File: src/rtl/uex_mem_arb.sv
// Round-robin arbiter sharing one memory port among N_REQ requesters. It has a
// registered request stage, an in-flight ID FIFO, and in-order response routing.
module uex_mem_arb #(
  parameter int N_REQ           = 4,
  parameter int ADDR_WIDTH      = 32,
  parameter int DATA_WIDTH      = 32,
  parameter int MAX_OUTSTANDING = 4
) (
  input  logic                          clock,
  input  logic                          reset_n,
  input  logic [N_REQ-1:0]              req_valid,
  output logic [N_REQ-1:0]              req_ready,
  input  logic [N_REQ-1:0]              req_we,
  input  logic [N_REQ*ADDR_WIDTH-1:0]   req_addr,
  input  logic [N_REQ*DATA_WIDTH-1:0]   req_wdata,
  output logic [N_REQ-1:0]              rsp_valid,
  output logic [DATA_WIDTH-1:0]         rsp_rdata,
  output logic                          mem_valid,
  input  logic                          mem_ready,
  output logic                          mem_we,
  output logic [ADDR_WIDTH-1:0]         mem_addr,
  output logic [DATA_WIDTH-1:0]         mem_wdata,
  input  logic                          mem_rsp_valid,
  input  logic [DATA_WIDTH-1:0]         mem_rsp_rdata,
  output logic                          err_unexp_rsp
);

  localparam int IDW = $clog2(N_REQ);
  localparam int CW  = $clog2(MAX_OUTSTANDING + 1);
  localparam int PW  = (MAX_OUTSTANDING > 1) ? $clog2(MAX_OUTSTANDING) : 1;

  typedef struct packed {
    logic                  we;
    logic [ADDR_WIDTH-1:0] addr;
    logic [DATA_WIDTH-1:0] wdata;
  } mem_req_t;

  logic [IDW-1:0] r_ptr;
  logic [CW-1:0]  r_cnt;
  logic [PW-1:0]  r_wp, r_rp;
  logic [IDW-1:0] r_fifo [MAX_OUTSTANDING];
  logic           r_mem_valid;
  mem_req_t       r_out;
  logic           r_err;

  logic [IDW-1:0]   w_win;
  logic             w_any;
  logic             w_can_issue;
  logic             w_accept;
  logic             w_pop;
  logic [N_REQ-1:0] w_req_ready;
  logic [N_REQ-1:0] w_rsp_valid;
  mem_req_t         w_sel;

  function automatic logic [PW-1:0] inc_p(input logic [PW-1:0] p);
    return (int'(p) == MAX_OUTSTANDING - 1) ? '0 : p + 1'b1;
  endfunction

  // Scan from the highest offset down so the requester nearest ptr wins last.
  always_comb begin
    int idx;
    idx   = 0;
    w_win = '0;
    w_any = 1'b0;
    for (int k = N_REQ - 1; k >= 0; k--) begin
      idx = int'(r_ptr) + k;
      if (idx >= N_REQ) idx = idx - N_REQ;
      if (req_valid[idx]) begin
        w_win = IDW'(idx);
        w_any = 1'b1;
      end
    end
  end

  // Reset gates issue so req_ready reads zero while reset_n is held low.
  assign w_can_issue = reset_n && (!r_mem_valid || mem_ready) &&
                       (r_cnt != CW'(MAX_OUTSTANDING));
  assign w_accept    = w_any && w_can_issue;
  assign w_pop       = mem_rsp_valid && (r_cnt != '0);

  always_comb begin
    w_req_ready = '0;
    if (w_accept) w_req_ready[w_win] = 1'b1;
  end

  always_comb begin
    w_rsp_valid = '0;
    for (int i = 0; i < N_REQ; i++)
      w_rsp_valid[i] = w_pop && (r_fifo[r_rp] == IDW'(i));
  end

  always_comb begin
    w_sel.we    = req_we[w_win];
    w_sel.addr  = req_addr[int'(w_win)*ADDR_WIDTH +: ADDR_WIDTH];
    w_sel.wdata = req_wdata[int'(w_win)*DATA_WIDTH +: DATA_WIDTH];
  end

  always_ff @(posedge clock or negedge reset_n) begin
    if (!reset_n) begin
      r_ptr       <= '0;
      r_cnt       <= '0;
      r_wp        <= '0;
      r_rp        <= '0;
      r_mem_valid <= 1'b0;
      r_out       <= '0;
      r_err       <= 1'b0;
    end else begin
      r_cnt <= r_cnt + CW'(w_accept) - CW'(w_pop);
      if (w_accept) begin
        r_out       <= w_sel;
        r_mem_valid <= 1'b1;
        r_wp        <= inc_p(r_wp);
        r_ptr       <= (w_win == IDW'(N_REQ - 1)) ? '0 : w_win + 1'b1;
      end else if (mem_ready) begin
        r_mem_valid <= 1'b0;
      end
      if (w_pop) r_rp <= inc_p(r_rp);
      if (mem_rsp_valid && (r_cnt == '0)) r_err <= 1'b1;
    end
  end

  // ID storage needs no reset: occupancy is tracked by r_cnt.
  always_ff @(posedge clock) begin
    if (w_accept) r_fifo[r_wp] <= w_win;
  end

  assign req_ready     = w_req_ready;
  assign rsp_valid     = w_rsp_valid;
  assign rsp_rdata     = mem_rsp_rdata;
  assign mem_valid     = r_mem_valid;
  assign mem_we        = r_out.we;
  assign mem_addr      = r_out.addr;
  assign mem_wdata     = r_out.wdata;
  assign err_unexp_rsp = r_err;

endmodule
File: config.mk
export PLATFORM = sky130hd
export DESIGN_NAME = uex_mem_arb
export DESIGN_NICKNAME = d
export VERILOG_FILES = /design/src/rtl/uex_mem_arb.sv
export SDC_FILE = /design/constraint.sdc
export NUM_CORES = 1
export LEC_CHECK = 0
export ABC_AREA = 0
export BUFFER_PORTS_ARGS = -buffer_cell sky130_fd_sc_hd__buf_2
export CAP_MARGIN = 20
export CELL_PAD_IN_SITES_DETAIL_PLACEMENT = 0
export CELL_PAD_IN_SITES_GLOBAL_PLACEMENT = 1
export CORE_AREA = 2 2 160 162
export CTS_CLUSTER_DIAMETER = 40
export DETAILED_ROUTE_END_ITERATION = 12
export DIE_AREA = 0 0 162 164
export PLACE_DENSITY = 0.68
export SLEW_MARGIN = 20
export SYNTH_ARGS = -nofsm -noshare
export SYNTH_HDL_FRONTEND = slang
export SYNTH_SLANG_ARGS = --single-unit
File: constraint.sdc
create_clock -name clock -period 2.6 [get_ports clock]
set_input_delay 0.13 -clock clock [delete_from_list [all_inputs] [get_ports clock]]
set_output_delay 0.13 -clock clock [all_outputs]
set_load 0.05 [all_outputs]
Yosys cells after proc, flatten, opt, wreduce, memory -nomap -nowiden:

Memories as Yosys holds them, arrays and structs flattened.
Index checks and enable logic that the tools add are counted.

* bits in writable memories: 8
* logic and storage cells: 93
* memories kept: 1
* output and inout bits: 107
* register bits after elaboration: 76
* input port bits: 300

* equality and inequality tests: 7
* add/subtract/negate cells: 12
* reduce and logical (&&, ||, !) cells: 16
* shifts and indexed selects: 2
* mux-type cells: 36
* order comparisons: 10

Memories
* r_fifo: depth 4, width 2, rd ports 1, clocked after memory_dff 0, wr ports 1, line 41 `logic [IDW-1:0] r_fifo [MAX_OUTSTANDING];`

Operators with widths (number)
* 128-bit by 8-bit indexed part select with 32-bit output: 2
* 32-bit by 4-bit < comparator with 1-bit output (second input constant): 4
* 32-bit 2-to-1 mux: 4
* 1-bit 2-to-1 mux: 18
* 2-bit 2-to-1 mux: 7
* 3-bit by 3-bit subtractor with 4-bit output (second input constant): 3
* 1-bit binary-select mux with 2-bit select: 5
* 1-bit logical AND: 10
* 3-bit greater-or-equal comparator (second input constant): 3
* 2-bit by 1-bit adder with 2-bit output (second input constant): 3
* 2-bit by 2-bit adder with 3-bit output (second input constant): 2
* 2-bit by 1-bit == test with 1-bit output (second input constant): 3
* 2-bit == test (second input constant): 3
* 4-bit 2-to-1 mux: 1
* 2-bit by 3-bit subtractor with 4-bit output (second input constant): 1
* 2-bit by 1-bit adder with 3-bit output (second input constant): 1
* 3-bit by 1-bit adder with 3-bit output: 1
* 2-bit by 3-bit greater-or-equal comparator with 1-bit output (second input constant): 1
* 3-bit logical NOT: 1
* 2-bit by 3-bit < comparator with 1-bit output (second input constant): 1
* 3-bit != test (second input constant): 1
* 3-bit nonzero test: 1
* 3-bit by 1-bit subtractor with 3-bit output: 1
* 1-bit demux with 2-bit select: 1
* 5 further kinds: 5

Depth between registers and ports, before layout:

Gate-level depths: netlist of the first run.

* depth in word-level cells: 15
* gate-level depth with buffers: 9
* mapped depth without buffers: 8

Worst setup path after synthesis of the first run:

OpenSTA, ideal clock, no wires.

* path kind: reg-to-reg
* start point: reg r_mem_valid (netlist: mem_valid)
* end point: reg r_cnt[2]
* path slack: 0.397 ns
* cell stages (with the launch flop): 10
* path buffers: 1
* arrival: 2.081 ns
* setup time: 0.123 ns
* clock period less this slack: 2.203 ns
* data required time: 2.477 ns
* cell sequence: dfrtp_1 > nand2b_1 > and4_1 > buf_2 > clkinv_4 > ha_1 > inv_1 > ha_1 > fa_1 > xnor2_1

* word-level cells in the longest chain between the ends: 7

Ends and longest elaborated chain
* start, declared: line 42 `logic r_mem_valid;`
* start signal, assigned: line 104 `r_mem_valid <= 1'b0;`
* start signal, assigned: line 111 `r_mem_valid <= 1'b1;`
* start signal, assigned: line 115 `r_mem_valid <= 1'b0;`
* 1-bit logical NOT: line 76 `assign w_can_issue = reset_n && (!r_mem_valid || mem_ready) &&`
* 1-bit logical OR: line 76
* 1-bit logical AND (2 in a row): line 76
* 1-bit logical AND: line 78 `assign w_accept = w_any && w_can_issue;`
* 3-bit by 1-bit adder with 3-bit output: line 108 `r_cnt <= r_cnt + CW'(w_accept) - CW'(w_pop);`
* 3-bit by 1-bit subtractor with 3-bit output: line 108
* end signal, assigned: line 108
* end, declared: line 39 `logic [CW-1:0] r_cnt;`

Every way passes these cells.
A chain may end at the register's enable or synchronous reset.

Worst setup path in the final report of the first run:

* start point: reg r_ptr[1]
* end point: out req_ready[2]

* word-level cells in the longest chain between the ends: 15
* elaborated cells on any way between the ends: 42
* those cells by class: add/sub: 7; order compare: 6; mux: 27; reduce/logical: 2

Ends and longest elaborated chain
* start, declared: line 38 `logic [IDW-1:0] r_ptr;`
* start signal, assigned: line 113 `r_ptr <= (w_win == IDW'(N_REQ - 1)) ? '0 : w_win + 1'b1;`
* 2-bit by 2-bit adder with 3-bit output: line 66 `idx = int'(r_ptr) + k;`
* 3-bit by 3-bit subtractor with 4-bit output or 3-bit greater-or-equal comparator (tied branches): line 67 `if (idx >= N_REQ) idx = idx - N_REQ;`
* 32-bit 2-to-1 mux: line 67
* 1-bit binary-select mux with 2-bit select: line 68 `if (req_valid[idx]) begin`
* 1-bit 2-to-1 mux (implied by the code) (2 in a row): line 68
* 2-bit 2-to-1 mux (4 in a row): line 68
* 2-bit by 3-bit < comparator with 1-bit output (implied by the code) or 2-bit by 1-bit greater-or-equal comparator with 1-bit output (tied branches): line 83 `if (w_accept) w_req_ready[w_win] = 1'b1;`
* 1-bit logical AND (implied by the code): line 83
* 1-bit 2-to-1 mux (implied by the code): line 83
* 1-bit demux with 2-bit select: line 83
* 4-bit 2-to-1 mux (*): line 83
* end, declared: line 12 `output logic [N_REQ-1:0] req_ready,`

Every way passes the cells marked *; elsewhere a longest branch is shown, timed or not. The select of a mux whose other input is x is not followed.

==> run summary, run 1 <==
OUTCOME
----------------------------------------------------------------------------------------------------
Outcome                                                                                 finished clean

FLOORPLANNING
----------------------------------------------------------------------------------------------------
Std cell rows                                                                                     58
Height of the chip                                                                            164 um
Top-Level Pins                                                                                   407
Die X-Extent                                                                                  162 um
Starting density of the core                                                                  23.37%
Die area                                                                                26,570 sq um
Core box area                                                                           24,820 sq um

CLOCKING
----------------------------------------------------------------------------------------------------
Num CTS Buffers                                                                                    9
CTS H-tree lvls                                                                                    3
Number of gates given a new drive strength after cts                                               0
Post-CTS Setup Repair Bufs                                                                         0
Worst-skew pair later-pin latency                                                            0.34 ns
Clock-pin slew reported for the worst setup and hold paths after clock tree synthesis        0.07 ns
Clock root buffer                                                                       sky130_fd_sc_hd__clkbuf_16
Maximum number of buffers from clock root to sink                                                  2
Clock tree from TritonCTS                                                                        yes
TritonCTS sink count                                                                              84
Hold-fix buffers, CTS                                                                              2

WORST SETUP PATH
----------------------------------------------------------------------------------------------------
Kind of end point of the critical path                                                    output pin
Critical path launch point type                                                                 flop
Cell Chain, Critical Path                                                               or3b_1 -> o221a_4 -> inv_4 -> buf_12 -> ha_1 -> and2_1 -> buf_2
Required time of the critical path                                                           2.47 ns
Largest fanout on the critical path                                                               62
Terminus of the critical flop-to-flop path                                                  r_cnt[2]
Source of the critical timing path                                                          r_ptr[1]
Critical path's largest stage delay                                                          0.46 ns
Critical Path Stages                                                                               7
CP bufs+invs                                                                                       3
Cell family with the largest share of critical-path delay                               buffers and inverters
Worst r2r src                                                                               r_cnt[2]
Crit path to                                                                            req_ready[2]
R2r setup slk                                                                                0.38 ns
Setup Crit Path Kind                                                                      reg -> out
Cell count of the worst reg-to-reg path                                                            8
Slowest cell on crit path                                                               sky130_fd_sc_hd__dfrtp_1
Arrival @ worst endpoint                                                                     2.33 ns

FINISH
----------------------------------------------------------------------------------------------------
Combined flip-flop and latch cell area                                                    2142 sq um
Highest-count cells in the layout ignoring fill and taps                                sky130_fd_sc_hd__buf_2 (341), sky130_fd_sc_hd__nor2_1 (197), sky130_fd_sc_hd__nand2_1 (142), sky130_fd_sc_hd__dfrtp_1 (76), sky130_fd_sc_hd__o21a_1 (65)
NumNets Final                                                                                  1,290
Multi-input gate area in the final layout                                                 3120 sq um
Diode insertion count for antenna repair                                                           0
Final standard cell count with taps included and fillers excluded                              1,313
Synthesis-to-layout area growth                                                               35.98%
Most common cell after layout, fill and taps aside                                      sky130_fd_sc_hd__buf_2
Fill cell instance count of the final layout                                                   2,733
Layout cells sized above 1                                                                    43.23%

STA
----------------------------------------------------------------------------------------------------
Worst-Margin Slew                                                                          0.5769 ns
Shortest clock period the worst path allows after layout                                    2.456 ns
Setup TNS                                                                                       0 ns
Part of the cycle the worst path needs                                                        94.46%
Crit path setup slack, layout                                                              0.1440 ns
Worst-case headroom to the max-slew limit                                                     61.54%
Worst clock skew                                                                         0.008949 ns
RSZ-0062 raised after global routing                                                           false
Max Clk Rate                                                                               407.2 MHz
Final hold vios                                                                                    0
Final worst hold slack                                                                    0.04053 ns
Final Setup Violations                                                                             0
Slew Viols, Final                                                                                  0

GLOBAL ROUTE
----------------------------------------------------------------------------------------------------
First-pass GRT wire length                                                                 32,910 um
Number of antenna violations at the first check in global routing                                  1
Overall global routing resource usage                                                         15.77%
Maximum number of pins on one net before global-route repair                                      81
Global route overflow                                                                              0
Vias in the first global route                                                                 5,980

PLACE
----------------------------------------------------------------------------------------------------
Minimum setup slack after placement                                                        0.3786 ns
GPL Wtd Cong                                                                                  0.7483
HPWL Detailed                                                                              15,450 um
I/O Buffers                                                                                      342
Cell count after placement                                                                     1,295

POWER
----------------------------------------------------------------------------------------------------
Reported leakage power                                                                      3.687 nW
Worst IR Drop VDD                                                                           540.8 uV
Power density of the placed cells                                                       1181 nW/um^2

SYNTH
----------------------------------------------------------------------------------------------------
Synthesized netlist cell count                                                                   697
Netlist Area Pre-Place                                                                    5801 sq um
Syn_area_per_cell                                                                        8.322 sq um
Leading register cell type out of synthesis                                             sky130_fd_sc_hd__dfrtp_1
Register area share after synthesis                                                           36.93%
Warnings, synthesis                                                                                0
Post-Synthesis Net Count                                                                       1,009
Seq cells post-synth                                                                              84
Number of distinct library cell variants in the gate-level netlist after synthesis                37
Asr flop ratio synth                                                                          90.48%
Post-synth EDFFs                                                                                   8

ROUTING
----------------------------------------------------------------------------------------------------
Routed wire length                                                                         21,320 um
Number of DRC violations after detailed-routing iteration 0                                      399
Total number of vias                                                                           5,843
DRT Pass-1 Iters                                                                                   4
Detail Route Antenna Nets                                                                          0
Post-detailed-route wirelength per cell                                                     16.24 um
Number of remaining DRC errors                                                                     0
Vias per std cell                                                                              4.450

WORST HOLD PATH
----------------------------------------------------------------------------------------------------
Type of the most critical hold path                                                        in -> reg

JOB
----------------------------------------------------------------------------------------------------
Number of max-cap violations                                                                       0

[per-layer routing]
| layer | vias to the layer above | GRT usage (%) | wire length (um) |
|---|---|---|---|
| met5 | - | 0 | 13 |
| met4 | 2 | 4.063 | 297 |
| met3 | 23 | 5.076 | 1973 |
| met2 | 257 | 26.34 | 10050 |
| met1 | 2674 | 19.71 | 8982 |
| li1 | 2887 | - | - |
[sequential cells by signal (all words and copies together), names as in the netlist]
| name | cells |
|---|---|
| err_unexp_rsp | 1 |
| mem_addr | 32 |
| mem_valid | 1 |
| mem_wdata | 32 |
| mem_we | 1 |
| r_cnt | 3 |
| r_fifo | 8 |
| r_ptr | 2 |
| r_rp | 2 |
| r_wp | 2 |
[kinds of logic after synthesis]
| logic type | Yosys count | share of synthesized area [%] |
|---|---|---|
| and+or+nand+nor | 362 | 24.46 |
| AOI/OAI and AO/OA | 140 | 24.91 |
| buffers and inverters | 94 | 9.728 |
| DFF | 84 | 36.93 |
| adders and majority gates | 12 | 2.718 |
| muxes | 3 | 0.9490 |
| xor gates and xnor gates | 2 | 0.3020 |
[worst min-delay path by stage]
stage | startpoint | end | slack, ns | cells after the start
floorplan | reset_n | err_unexp_rsp | -0.17 | 0
global placement | mem_rsp_rdata[15] | rsp_rdata[15] | 0.26 | 0
detailed placement | mem_rsp_rdata[15] | rsp_rdata[15] | 0.26 | 0
CTS | req_addr[69] | mem_addr[5] | 0.02 | 3
global route | req_addr[66] | mem_addr[2] | 0.04 | 3
finish | req_addr[68] | mem_addr[4] | 0.04 | 3
[area by class of cell]
cell class / instances / share of cell area (%)
clock buffer: 13 / 3.299
tap: 330 / 5.235
inverter: 10 / 0.5711
multi-input combinational: 519 / 39.56
timing repair buffer: 354 / 23.89
clock inverter: 3 / 0.2855
sequential: 84 / 27.16
[synth_stat cells (2+ instances only)]
cell                       number  share of area [%]
sky130_fd_sc_hd__a21o_1         2               0.26
sky130_fd_sc_hd__a311oi_1      15                2.3
sky130_fd_sc_hd__a311oi_2      50                 13
sky130_fd_sc_hd__and2_1         9               0.97
sky130_fd_sc_hd__buf_1          2               0.13
sky130_fd_sc_hd__buf_2         15                1.3
sky130_fd_sc_hd__buf_4         32                4.1
sky130_fd_sc_hd__buf_6          9                1.7
sky130_fd_sc_hd__clkbuf_1      26                1.7
sky130_fd_sc_hd__dfrtp_1       76                 33
sky130_fd_sc_hd__edfxtp_1       8                4.1
sky130_fd_sc_hd__ha_1          11                2.4
sky130_fd_sc_hd__inv_1          7               0.45
sky130_fd_sc_hd__inv_2          2               0.13
sky130_fd_sc_hd__mux4_2         2               0.78
sky130_fd_sc_hd__nand2_1      142                9.2
sky130_fd_sc_hd__nand2b_1       2               0.22
sky130_fd_sc_hd__nor2_1       198                 13
sky130_fd_sc_hd__nor2b_1        2               0.22
sky130_fd_sc_hd__nor3_1         3               0.26
sky130_fd_sc_hd__o21a_1        65                8.4
sky130_fd_sc_hd__o21ai_0        3               0.26
sky130_fd_sc_hd__or3b_1         2               0.30
[where the power goes]
part | total (W) | switching, W | leakage, nW | internal (W)
Sequential | 0.00231 | 0.000359 | 0.915 | 0.00195
Combinational | 0.00574 | 0.00402 | 2.64 | 0.00171
Clock | 0.00127 | 0.000570 | 0.128 | 0.000702
[per-stage QoR]
stage          cell area (sq um)  utilization (%)  total power [W]
6_report                    7888            31.78         0.009316
3_5_place_dp                7585            30.56         0.008157
3_3_place_gp                7585            30.56         0.008110
2_1_floorplan               5801                -         0.006743
4_1_cts                     7888            31.78         0.009482
5_1_grt                     7888            31.78         0.009986
[worst min-delay path: cells and delay by family]
kind | cells | cell delay [ns]
AND/OR/NAND/NOR | 1 | 0.05
AO/OA/AOI/OAI | 1 | 0.07
buffers and inverters | 1 | 0.10
No activity file was read; power rests on OpenSTA's default activity.
==> run 2: changes to the inputs <==
--- a/config.mk
+++ b/config.mk
@@ -14,7 +14,7 @@
 export CTS_CLUSTER_DIAMETER = 40
 export DETAILED_ROUTE_END_ITERATION = 12
 export DIE_AREA = 0 0 162 164
-export PLACE_DENSITY = 0.68
+export PLACE_DENSITY = 0.71
 export SLEW_MARGIN = 20
 export SYNTH_ARGS = -nofsm -noshare
 export SYNTH_HDL_FRONTEND = slang
==> constraint.sdc (replaced) <==
create_clock -name clock -period 2.1 [get_ports clock]
set_input_delay 0.105 -clock clock [delete_from_list [all_inputs] [get_ports clock]]
set_output_delay 0.105 -clock clock [all_outputs]
set_load 0.05 [all_outputs]
==> run 2 against run 1 <==
Against the previous run: sequential share of layout area is 2.9 points lower; non-clock buffer count increased by 61; sequential cell count stayed put; worst hold slack got worse by 0.025 ns; via count up 7.1%; die area stayed put; largest power group unchanged; combinational power is 50% higher; critical endpoint unchanged.
==> run summary, run 2 (synthesized netlist as in run 1, its figures left out) <==
FINISH
----------------------------------------------------------------------------------------------------
Highest-count cells in the layout ignoring fill and taps                                sky130_fd_sc_hd__buf_2 (337), sky130_fd_sc_hd__nor2_1 (197), sky130_fd_sc_hd__nand2_1 (142), sky130_fd_sc_hd__dfrtp_1 (74), sky130_fd_sc_hd__o21a_1 (65)
Final instance area                                                                       8837 sq um
Core occupancy in the finished layout                                                         35.61%
Most common cell after layout, fill and taps aside                                      sky130_fd_sc_hd__buf_2
Synthesis-to-layout area growth                                                               52.35%
Layout cells sized above 1                                                                    47.32%
NumNets Final                                                                                  1,351

CLOCKING
----------------------------------------------------------------------------------------------------
Num CTS Buffers                                                                                    9
Maximum number of buffers from clock root to sink                                                  2
Clock-pin slew reported for the worst setup and hold paths after clock tree synthesis        0.07 ns
Clock root buffer                                                                       sky130_fd_sc_hd__clkbuf_16
CTS H-tree lvls                                                                                    3
TritonCTS sink count                                                                              84
Clock tree from TritonCTS                                                                        yes
Worst-skew pair later-pin latency                                                            0.35 ns

ROUTING
----------------------------------------------------------------------------------------------------
Number of DRC violations after detailed-routing iteration 0                                      285
Routed wire length                                                                         25,230 um
Post-detailed-route wirelength per cell                                                     18.35 um
DRT Pass-1 Iters                                                                                   4
Detail Route Antenna Nets                                                                          0
Vias per std cell                                                                              4.549
Number of remaining DRC errors                                                                     0
Total number of vias                                                                           6,255

STA
----------------------------------------------------------------------------------------------------
Part of the cycle the worst path needs                                                        98.16%
Slew Viols, Final                                                                                  0
RSZ-0062 raised after global routing                                                            true
Shortest clock period the worst path allows after layout                                    2.061 ns
Max Clk Rate                                                                               485.1 MHz
Final Setup Violations                                                                             0
Final hold vios                                                                                    0
Worst-Margin Slew                                                                          0.5733 ns
Worst-case headroom to the max-slew limit                                                     61.78%
Worst clock skew                                                                          0.01243 ns

PLACE
----------------------------------------------------------------------------------------------------
Cell area after placement                                                                 7791 sq um
HPWL Detailed                                                                              16,080 um
GPL Wtd Cong                                                                                  0.7658
I/O Buffers                                                                                      342

POWER
----------------------------------------------------------------------------------------------------
Power density of the placed cells                                                       1492 nW/um^2
Reported leakage power                                                                      4.145 nW
Worst IR Drop VDD                                                                           521.4 uV

OUTCOME
----------------------------------------------------------------------------------------------------
Outcome                                                                                 finished clean

GLOBAL ROUTE
----------------------------------------------------------------------------------------------------
Global route overflow                                                                              0
Vias in the first global route                                                                 6,196
Maximum number of pins on one net before global-route repair                                      56
Overall global routing resource usage                                                         17.61%
First-pass GRT wire length                                                                 35,580 um
Number of antenna violations at the first check in global routing                                  2

FLOORPLANNING
----------------------------------------------------------------------------------------------------
Core box area                                                                           24,820 sq um
Die area                                                                                26,570 sq um
Starting density of the core                                                                  23.37%
Std cell rows                                                                                     58
Height of the chip                                                                            164 um
Top-Level Pins                                                                                   407
Die X-Extent                                                                                  162 um

WORST SETUP PATH
----------------------------------------------------------------------------------------------------
Kind of end point of the critical path                                                    output pin
Largest fanout on the critical path                                                                5
Required time of the critical path                                                           2.00 ns
Setup Crit Path Kind                                                                      reg -> out
Arrival @ worst endpoint                                                                     1.96 ns
Critical path launch point type                                                                 flop

WORST HOLD PATH
----------------------------------------------------------------------------------------------------
Type of the most critical hold path                                                        in -> reg

JOB
----------------------------------------------------------------------------------------------------
Number of max-cap violations                                                                       0

==> run 2: repair_timing <==
item / 4_1_cts / 5_1_grt
resized for setup: 13 / 27
setup buffers: 12 / 10
hold endpoints to repair: 45 / 0
hold buffers: 12 / 0
pin swaps: 2 / 9
setup endpoints to repair: 4 / 70
gates cloned: 6 / 5
==> run 2: per-stage QoR <==
stage          total power (W)  std cells  setup slack [ns]  TNS [ns]  hold slack, ns
4_1_cts                0.01283       1359          -0.02432  -0.04334       0.0002554
3_3_place_gp           0.01030       1313            0.1038         0          0.2103
5_1_grt                0.01399       1375          -0.09309   -0.1491         0.01412
3_5_place_dp           0.01034       1313           0.07221         0          0.2103
6_report               0.01319       1375           0.03873         0         0.01551
2_1_floorplan         0.008358        697          -0.01356  -0.01356         -0.1906
==> run 2: area by class of cell <==
cell class	count	area, sq um
clock buffer	13	260.3
sequential	84	2145
timing repair buffer	415	2735
tap	330	412.9
multi-input combinational	519	3187
fill	2659	15980
clock inverter	3	45.04
antenna	1	2.502
inverter	10	50.05
==> run 2: layer usage <==
layer | GRT usage (%) | up-vias | share of wire (%)
li1 | - | 3012 | -
met1 | 21.19 | 2946 | 42
met2 | 30.99 | 262 | 49
met3 | 4.066 | 33 | 6.2
met4 | 5.873 | 2 | 2.3
met5 | 0 | - | 0.052
==> run 2: critical path, stage by stage (launching register included) <==
cell                      delay (ns)
sky130_fd_sc_hd__dfrtp_1        0.43
sky130_fd_sc_hd__mux2i_1        0.24
sky130_fd_sc_hd__o221a_4        0.30
sky130_fd_sc_hd__inv_8          0.05
sky130_fd_sc_hd__buf_12         0.13
sky130_fd_sc_hd__ha_1           0.18
sky130_fd_sc_hd__and2_4         0.13
sky130_fd_sc_hd__buf_6          0.14
==> run 2: where the power goes <==
group | switching, W | total, W | internal (W)
clock network | 0.000699 | 0.00169 | 0.000990
registers | 0.000464 | 0.00288 | 0.00241
logic | 0.00550 | 0.00862 | 0.00312
total | 0.00666 | 0.0132 | 0.00653
==> run 2: final timing paths <==
path	start	to	slack, ns	cells past startpoint
setup / recovery	r_ptr[1]	req_ready[2]	0.04	7
hold / removal	req_addr[74]	mem_addr[10]	0.02	3
setup reg to reg	r_cnt[1]	r_cnt[1]	0.04	7
hold reg to reg	err_unexp_rsp	err_unexp_rsp	0.45	1
max in group asynchronous	reset_n	r_cnt[1]	0.68	4
min in group asynchronous	reset_n	mem_wdata[20]	0.42	3
